[config.mk]
export PLATFORM = sky130hd
export DESIGN_NAME = uart_alu_interface_flat
export DESIGN_NICKNAME = d
export VERILOG_FILES = /design/src/rtl/uart_alu_interface_if.sv /design/src/rtl/uart_alu_interface.sv /design/src/flat_wrapper.sv
export SDC_FILE = /design/constraint.sdc
export NUM_CORES = 1
export LEC_CHECK = 0
export ABC_CLOCK_PERIOD_IN_PS = 1470
export BUFFER_PORTS_ARGS = -buffer_cell sky130_fd_sc_hd__buf_2
export CORE_UTILIZATION = 46
export CTS_CLUSTER_DIAMETER = 60
export DETAILED_ROUTE_END_ITERATION = 10
export GPL_ROUTABILITY_DRIVEN = 0
export PLACE_DENSITY = 0.74
export SETUP_SLACK_MARGIN = 0.5
export SYNTH_ARGS = -nofsm -noshare
export SYNTH_HDL_FRONTEND = slang
export SYNTH_SLANG_ARGS = --single-unit
export TNS_END_PERCENT = 10
[constraint.sdc]
create_clock -name i_clk -period 1.47 [get_ports i_clk]
set_input_delay 0.147 -clock i_clk [delete_from_list [all_inputs] [get_ports i_clk]]
set_output_delay 0.147 -clock i_clk [all_outputs]
set_load 0.05 [all_outputs]
[src/rtl/uart_alu_interface_if.sv]
// uart_alu_interface_if
//   Bundles the UART / ALU side signals of the command sequencer.
//   slave  : the sequencer's view (UART/ALU strobes and data in, ALU operands
//            and transmit request out).
//   master : the environment's view (UART rx/tx, ALU model).
//   Signals:
//     i_rx_data/i_rx_done   byte from UART receiver, one-cycle strobe
//     i_tx_done             UART transmitter finished the stop bit
//     i_alu_result          combinational ALU output
//     o_alu_a/o_alu_b/o_alu_op  registered ALU operands and opcode
//     o_tx_data/o_tx_start  result byte and one-cycle start pulse
//     o_busy/o_overrun      command in flight / sticky dropped-byte flag
interface uart_alu_interface_if #(
    parameter int DATA_WIDTH = 8,
    parameter int OP_WIDTH   = 6
);
    logic [DATA_WIDTH-1:0] i_rx_data;
    logic                  i_rx_done;
    logic                  i_tx_done;
    logic [DATA_WIDTH-1:0] i_alu_result;
    logic [DATA_WIDTH-1:0] o_alu_a;
    logic [DATA_WIDTH-1:0] o_alu_b;
    logic [OP_WIDTH-1:0]   o_alu_op;
    logic [DATA_WIDTH-1:0] o_tx_data;
    logic                  o_tx_start;
    logic                  o_busy;
    logic                  o_overrun;

    modport slave (
        input  i_rx_data, i_rx_done, i_tx_done, i_alu_result,
        output o_alu_a, o_alu_b, o_alu_op, o_tx_data, o_tx_start, o_busy, o_overrun
    );

    modport master (
        output i_rx_data, i_rx_done, i_tx_done, i_alu_result,
        input  o_alu_a, o_alu_b, o_alu_op, o_tx_data, o_tx_start, o_busy, o_overrun
    );
endinterface

[src/rtl/uart_alu_interface.sv]
// uart_alu_interface
//   Command sequencer between UART and a combinational ALU. Collects operand A,
//   operand B and opcode bytes, latches the ALU result one cycle after the
//   opcode arrives, pulses a transmit start and waits for tx_done before the
//   next command. Bytes arriving while a command is in flight are dropped and
//   flagged in a sticky overrun bit.
//   Ports:
//     i_clk  system clock
//     i_rst  synchronous active-high reset
//     bus    uart_alu_interface_if.slave (see interface header)
//   OP_WIDTH must not exceed DATA_WIDTH; the opcode is the low OP_WIDTH bits
//   of the third byte.
module uart_alu_interface #(
    parameter int DATA_WIDTH = 8,
    parameter int OP_WIDTH   = 6
) (
    input  logic                  i_clk,
    input  logic                  i_rst,
    uart_alu_interface_if.slave   bus
);

    typedef enum logic [2:0] {
        S_WAIT_A  = 3'd0,
        S_WAIT_B  = 3'd1,
        S_WAIT_OP = 3'd2,
        S_EXEC    = 3'd3,
        S_SEND    = 3'd4,
        S_WAIT_TX = 3'd5
    } state_t;

    state_t                r_state;
    state_t                w_next;
    logic [DATA_WIDTH-1:0] r_alu_a;
    logic [DATA_WIDTH-1:0] r_alu_b;
    logic [OP_WIDTH-1:0]   r_alu_op;
    logic [DATA_WIDTH-1:0] r_tx_data;
    logic                  r_overrun;
    logic                  w_busy;

    always_ff @(posedge i_clk) begin
        if (i_rst) r_state <= S_WAIT_A;
        else       r_state <= w_next;
    end

    always_comb begin
        w_next = r_state;
        case (r_state)
            S_WAIT_A:  if (bus.i_rx_done) w_next = S_WAIT_B;
            S_WAIT_B:  if (bus.i_rx_done) w_next = S_WAIT_OP;
            S_WAIT_OP: if (bus.i_rx_done) w_next = S_EXEC;
            S_EXEC:    w_next = S_SEND;
            S_SEND:    w_next = S_WAIT_TX;
            // rx_done arriving together with tx_done is still an overrun; the
            // byte is not taken as the next operand A.
            S_WAIT_TX: if (bus.i_tx_done) w_next = S_WAIT_A;
            default:   w_next = S_WAIT_A;
        endcase
    end

    assign w_busy = (r_state == S_EXEC) || (r_state == S_SEND) || (r_state == S_WAIT_TX);

    always_ff @(posedge i_clk) begin
        if (i_rst) begin
            r_alu_a   <= '0;
            r_alu_b   <= '0;
            r_alu_op  <= '0;
            r_tx_data <= '0;
            r_overrun <= 1'b0;
        end else begin
            if (bus.i_rx_done) begin
                case (r_state)
                    S_WAIT_A:  r_alu_a  <= bus.i_rx_data;
                    S_WAIT_B:  r_alu_b  <= bus.i_rx_data;
                    S_WAIT_OP: r_alu_op <= bus.i_rx_data[OP_WIDTH-1:0];
                    default:   r_overrun <= 1'b1;
                endcase
            end
            // ALU inputs changed at the edge entering EXEC, so the result is
            // settled by the end of EXEC.
            if (r_state == S_EXEC) r_tx_data <= bus.i_alu_result;
        end
    end

    assign bus.o_alu_a    = r_alu_a;
    assign bus.o_alu_b    = r_alu_b;
    assign bus.o_alu_op   = r_alu_op;
    assign bus.o_tx_data  = r_tx_data;
    assign bus.o_tx_start = (r_state == S_SEND);
    assign bus.o_busy     = w_busy;
    assign bus.o_overrun  = r_overrun;

endmodule

[src/flat_wrapper.sv]
// flat-port wrapper written by rule: the top's interface ports become plain ports
module uart_alu_interface_flat 
#(
    parameter int DATA_WIDTH = 8,
    parameter int OP_WIDTH   = 6
)
  (i_clk, i_rst, bus_i_rx_data, bus_i_rx_done, bus_i_tx_done, bus_i_alu_result, bus_o_alu_a, bus_o_alu_b, bus_o_alu_op, bus_o_tx_data, bus_o_tx_start, bus_o_busy, bus_o_overrun);
  uart_alu_interface_if #(.DATA_WIDTH(DATA_WIDTH), .OP_WIDTH(OP_WIDTH)) bus_i ();
  input  logic i_clk;
  input  logic i_rst;
  input wire logic [$bits(bus_i.i_rx_data)-1:0] bus_i_rx_data;
  input wire logic [$bits(bus_i.i_rx_done)-1:0] bus_i_rx_done;
  input wire logic [$bits(bus_i.i_tx_done)-1:0] bus_i_tx_done;
  input wire logic [$bits(bus_i.i_alu_result)-1:0] bus_i_alu_result;
  output wire logic [$bits(bus_i.o_alu_a)-1:0] bus_o_alu_a;
  output wire logic [$bits(bus_i.o_alu_b)-1:0] bus_o_alu_b;
  output wire logic [$bits(bus_i.o_alu_op)-1:0] bus_o_alu_op;
  output wire logic [$bits(bus_i.o_tx_data)-1:0] bus_o_tx_data;
  output wire logic [$bits(bus_i.o_tx_start)-1:0] bus_o_tx_start;
  output wire logic [$bits(bus_i.o_busy)-1:0] bus_o_busy;
  output wire logic [$bits(bus_i.o_overrun)-1:0] bus_o_overrun;
  assign bus_i.i_rx_data = bus_i_rx_data;
  assign bus_i.i_rx_done = bus_i_rx_done;
  assign bus_i.i_tx_done = bus_i_tx_done;
  assign bus_i.i_alu_result = bus_i_alu_result;
  assign bus_o_alu_a = bus_i.o_alu_a;
  assign bus_o_alu_b = bus_i.o_alu_b;
  assign bus_o_alu_op = bus_i.o_alu_op;
  assign bus_o_tx_data = bus_i.o_tx_data;
  assign bus_o_tx_start = bus_i.o_tx_start;
  assign bus_o_busy = bus_i.o_busy;
  assign bus_o_overrun = bus_i.o_overrun;
  uart_alu_interface #(.DATA_WIDTH(DATA_WIDTH), .OP_WIDTH(OP_WIDTH)) u_core (.i_clk(i_clk), .i_rst(i_rst), .bus(bus_i));
endmodule
Yosys cells after proc, flatten, opt, wreduce, memory -nomap -nowiden
Index checks and enable logic that the tools add are counted.
- muxes and demuxes: 5
- bitwise gates (word level): 1
- reductions and logical operators: 9
- equal/unequal tests: 9
- operator list (cell ; count):
    $pmux 3 s6 ; 1
    $mux 3 ; 4
    $ne 2x2->1 const B ; 4
    $reduce_and 2->1 ; 4
    $eq 3x2->1 const B ; 2
    $eq 3x3->1 const B ; 2
    $reduce_and 4->1 ; 1
    $eq 3x1->1 const B ; 1
    $logic_not 3->1 ; 1
    $reduce_or 3->1 ; 1
    $logic_or 1x1->1 ; 2
    $not 1->1 ; 1
- bits of input ports: 20
- word-level logic and storage cells: 30
- bits in registers: 34

Logic depth before layout (Yosys ltp)
- depth after elaboration: 4
- mapped depth: 5
- depth with buffers taken out: 3

Worst setup path after synthesis
No wires, ideal clock.
- path kind: flip-flop to output port
- start point: register u_core.r_state[1]
- end point: output bus_o_tx_start
- arrival: 1.333 ns
- cell stages (with the launch flop): 4
- setup slack: -0.010 ns
- required time: 1.323 ns
- path buffers: 1
- cell sequence: dfxtp_1 -> buf_2 -> or2b_1 -> nor2_1
- cells in the longest elaborated chain, start to end: 1
- ends and longest elaborated chain (what ; RTL line ; text):
    start: declaration ; uart_alu_interface.sv:31 ; state_t r_state;
    start signal: assignment ; uart_alu_interface.sv:42 ; else r_state <= w_next;
    $eq 3x3->1 ; uart_alu_interface.sv:88 ; assign bus.o_tx_start = (r_state == S_SEND);
    end: declaration ; flat_wrapper.sv:19 ; output wire logic [$bits(bus_i.o_tx_start)-1:0] bus_o_tx_start;
Every way passes these cells.

Worst setup path in the final report
- start point: register u_core.r_state[2]
- end point: output bus_o_tx_start
The elaborated chain is that of the path after synthesis.

==> summary.md <==
| Metric | Value |
|---|---|
| Worst rel slew slack | `0.580` |
| Post-Synthesis Cell Area | `1310 µm²` |
| Largest cells by area after synthesis | `dfxtp_1 (52%), mux2i_1 (17%), nor2_1 (6.9%)` |
| Setup crit end kind | `primary output` |
| Synth area leader | `dfxtp_1` |
| DRT antenna net count | `0` |
| Critical Path End | `bus_o_tx_start` |
| WP data arrival | `1.25 ns` |
| Worst setup slack after placement | `0.0873 ns` |
| Crit path launch type | `flop` |
| Hold Buf Count CTS | `0` |
| Dpl hpwl | `2020 µm` |
| Setup_tns | `0 ns` |
| CP cell instances | `or2b_1, nor2_2, buf_6` |
| Drt pass-1 iters | `4` |
| Max stage delay on crit path | `0.38 ns` |
| Ports | `53` |
| Post-route non-filler standard cell count | `218` |
| Clock-pin slew on the worst setup and hold paths | `0.10 ns` |
| # clock sinks | `34` |
| PwrDens | `1230 nW/µm²` |
| Longest Clk Path Bufs | `2` |
| Top delay family on crit path | `flip-flops` |
| Yosys reg bits | `34` |
| Max Fclk | `716 MHz` |
| Starting Density | `0.506` |
| Unrepaired setup endpoints after global routing | `true` |
| Port bufs | `52` |
| Vias in the first global route | `1066` |
| Synth-to-Final Area Change | `36.5%` |
| Mean post-synth cell area | `9.92 µm²` |
| Yosys top cell area share | `0.520` |
| Post-Synthesis Cells | `132` |
| Reg2reg end | `u_core.bus.o_alu_a[1]` |
| Final setup viols | `0` |
| Hold slack | `0.0498 ns` |
| CP bufs+invs | `1` |
| Crit share post-route | `0.950` |
| Reg-to-reg startpoint | `u_core.r_state[2]` |
| Root Buffer | `clkbuf_4` |
| Cells after DPL | `205` |
| Worst EP required | `1.32 ns` |
| Routed WL | `2940 µm` |
| HP Class | `in -> reg` |
| Post-Syn Nets | `152` |
| Die extent in y | `55.4 µm` |
| Critical Path Fanout Max | `3` |
| Via count | `1125` |
| EDFF count, synth | `0` |
| Num rows | `18` |
| DR vias/cell | `a little over 5` |
| Cell area after layout | `1790 µm²` |
| Worst slew pin tran | `0.630 ns` |
| Wirelength per Cell | `13.5 µm` |
| Async SR Flop Fraction | `0` |
| Total Routing Usage GR | `0.197` |
| H-Tree Depth | `2` |
| Yosys cell types | `21` |
| Fin worst setup slack | `0.0729 ns` |
| Nets | `207` |
| Sequential-to-total area share from yosys stat | `0.520` |
| Post-placement cell area | `about 1600 µm²` |
| R2R cell count | `4` |
| Status | `finished, final reports clean` |
| WP depth | `3` |
| Maximum VDD drop | `1.17 mV` |
| Antenna cells | `0` |
| Reg2reg setup slack | `approximately 0.080 ns` |
| Leak | `0.875 nW` |
| Clk_skew | `roughly 0.006 ns` |
| Main synth FF type | `dfxtp_1` |
| Layout cells sized above 1 | `0.447` |
| Residual DRC count | `0` |
| Fillers | `around 220` |
| Min Tclk post-route | `between 1 and 1.5 ns` |
| Most common cell after layout, fill and taps aside | `buf_2` |
| Initial antenna violation count | `0` |
| Crit Path Class | `reg -> out` |
| Slowest CP cell | `dfxtp_4` |
| Clock Latency Late Sink | `0.33 ns` |
| First-pass GRT wire length | `4770 µm` |
| Max Cap Viol | `0` |
| Worst Setup SP | `u_core.r_state[2]` |
| Synth warnings | `0` |
| Die area | `3070 µm²` |
| Most frequent cells in the layout | `buf_2 (50), dfxtp_1 (31), nor2_1 (23)` |
| Overflow after GRT | `0` |
| CTS Buf Count | `5` |
| Final Hold Fails | `0` |
| Max-slew violations | `0` |
| CTS tree | `done` |
| Die Wd | `55.4 µm` |
| Core Util, Final | `0.690` |
| Largest net degree at the start of global routing | `35` |
| Initial DRC Count | `22` |
| Core ar. | `2590 µm²` |
| Total power | `2.21 mW` |
cell type report:
cell class	count	area, µm²	share of cell area
clock buffers	6	51.3	0.0287
well taps	30	37.5	0.0210
multi-input cells	87	596	0.333
flip-flops and latches	34	689	0.386
repair buffers	59	354	0.198
clock inverters	2	60.1	0.0336
synth_stat cells, drive strengths merged, types with 2 or more instances:
master / instances
nor2: 24
a21o: 2
or4b: 2
nand3b: 2
dfxtp: 34
buf: 7
clkbuf: 4
a21oi: 10
mux2i: 22
nand2: 17
and4bb: 2
cell families after synthesis:
| logic type | Yosys count | synth area share |
|---|---|---|
| mux | 22 | 0.168 |
| compound gates | 14 | 0.0611 |
| simple gates | 51 | 0.202 |
| flops | 34 | 0.520 |
| buf+inv | 11 | 0.0497 |
sequential cells by signal, summed over array words and instances (netlist names):
name / cells
u_core.bus.o_alu_b: 8
u_core.bus.o_alu_op: 6
u_core.bus.o_overrun: 1
u_core.bus.o_alu_a: 8
u_core.bus.o_tx_data: 8
u_core.r_state: 3
how the worst min path moves through the flow:
| stage | cells after the start | to | slack [ns] | from |
|---|---|---|---|---|
| 2_1_floorplan | 2 | u_core.bus.o_alu_a[7] | 0.28 | bus_i_rx_data[7] |
| 3_3_place_gp | 3 | u_core.bus.o_tx_data[3] | 0.38 | bus_i_alu_result[3] |
| 3_5_place_dp | 3 | u_core.bus.o_tx_data[5] | 0.39 | bus_i_alu_result[5] |
| 4_1_cts | 3 | u_core.bus.o_tx_data[5] | 0.05 | bus_i_alu_result[5] |
| 5_1_grt | 3 | u_core.bus.o_tx_data[5] | 0.04 | bus_i_alu_result[5] |
| 6_report | 3 | u_core.bus.o_tx_data[1] | 0.05 | bus_i_alu_result[1] |
what timing repair did:
item | 4_1_cts | 5_1_grt
endpoints found under the setup margin | 67 | 67
setup buffers | 3 | 2
pin swaps | 1 | 5
gates resized for setup | 12 | 6
where the power goes:
group          total, mW  switching (mW)  internal (mW)
Clock              0.886           0.310          0.576
Sequential         0.982          0.0266          0.956
Combinational      0.339           0.221          0.118
worst min-delay path, stage by stage:
cell and delay (ns):
buf_2 0.07, mux2i_1 0.05, nor2_1 0.07
routing by layer:
layer / wire, µm / GRT usage / up-vias
met4: 41 / 0.0571 / 0
met3: 125 / 0.0609 / 5
met2: 1510 / 0.341 / 26
met5: 0 / 0 / -
met1: 1270 / 0.235 / 541
li1: - / - / 553
(Power assumes the default switching activity.)
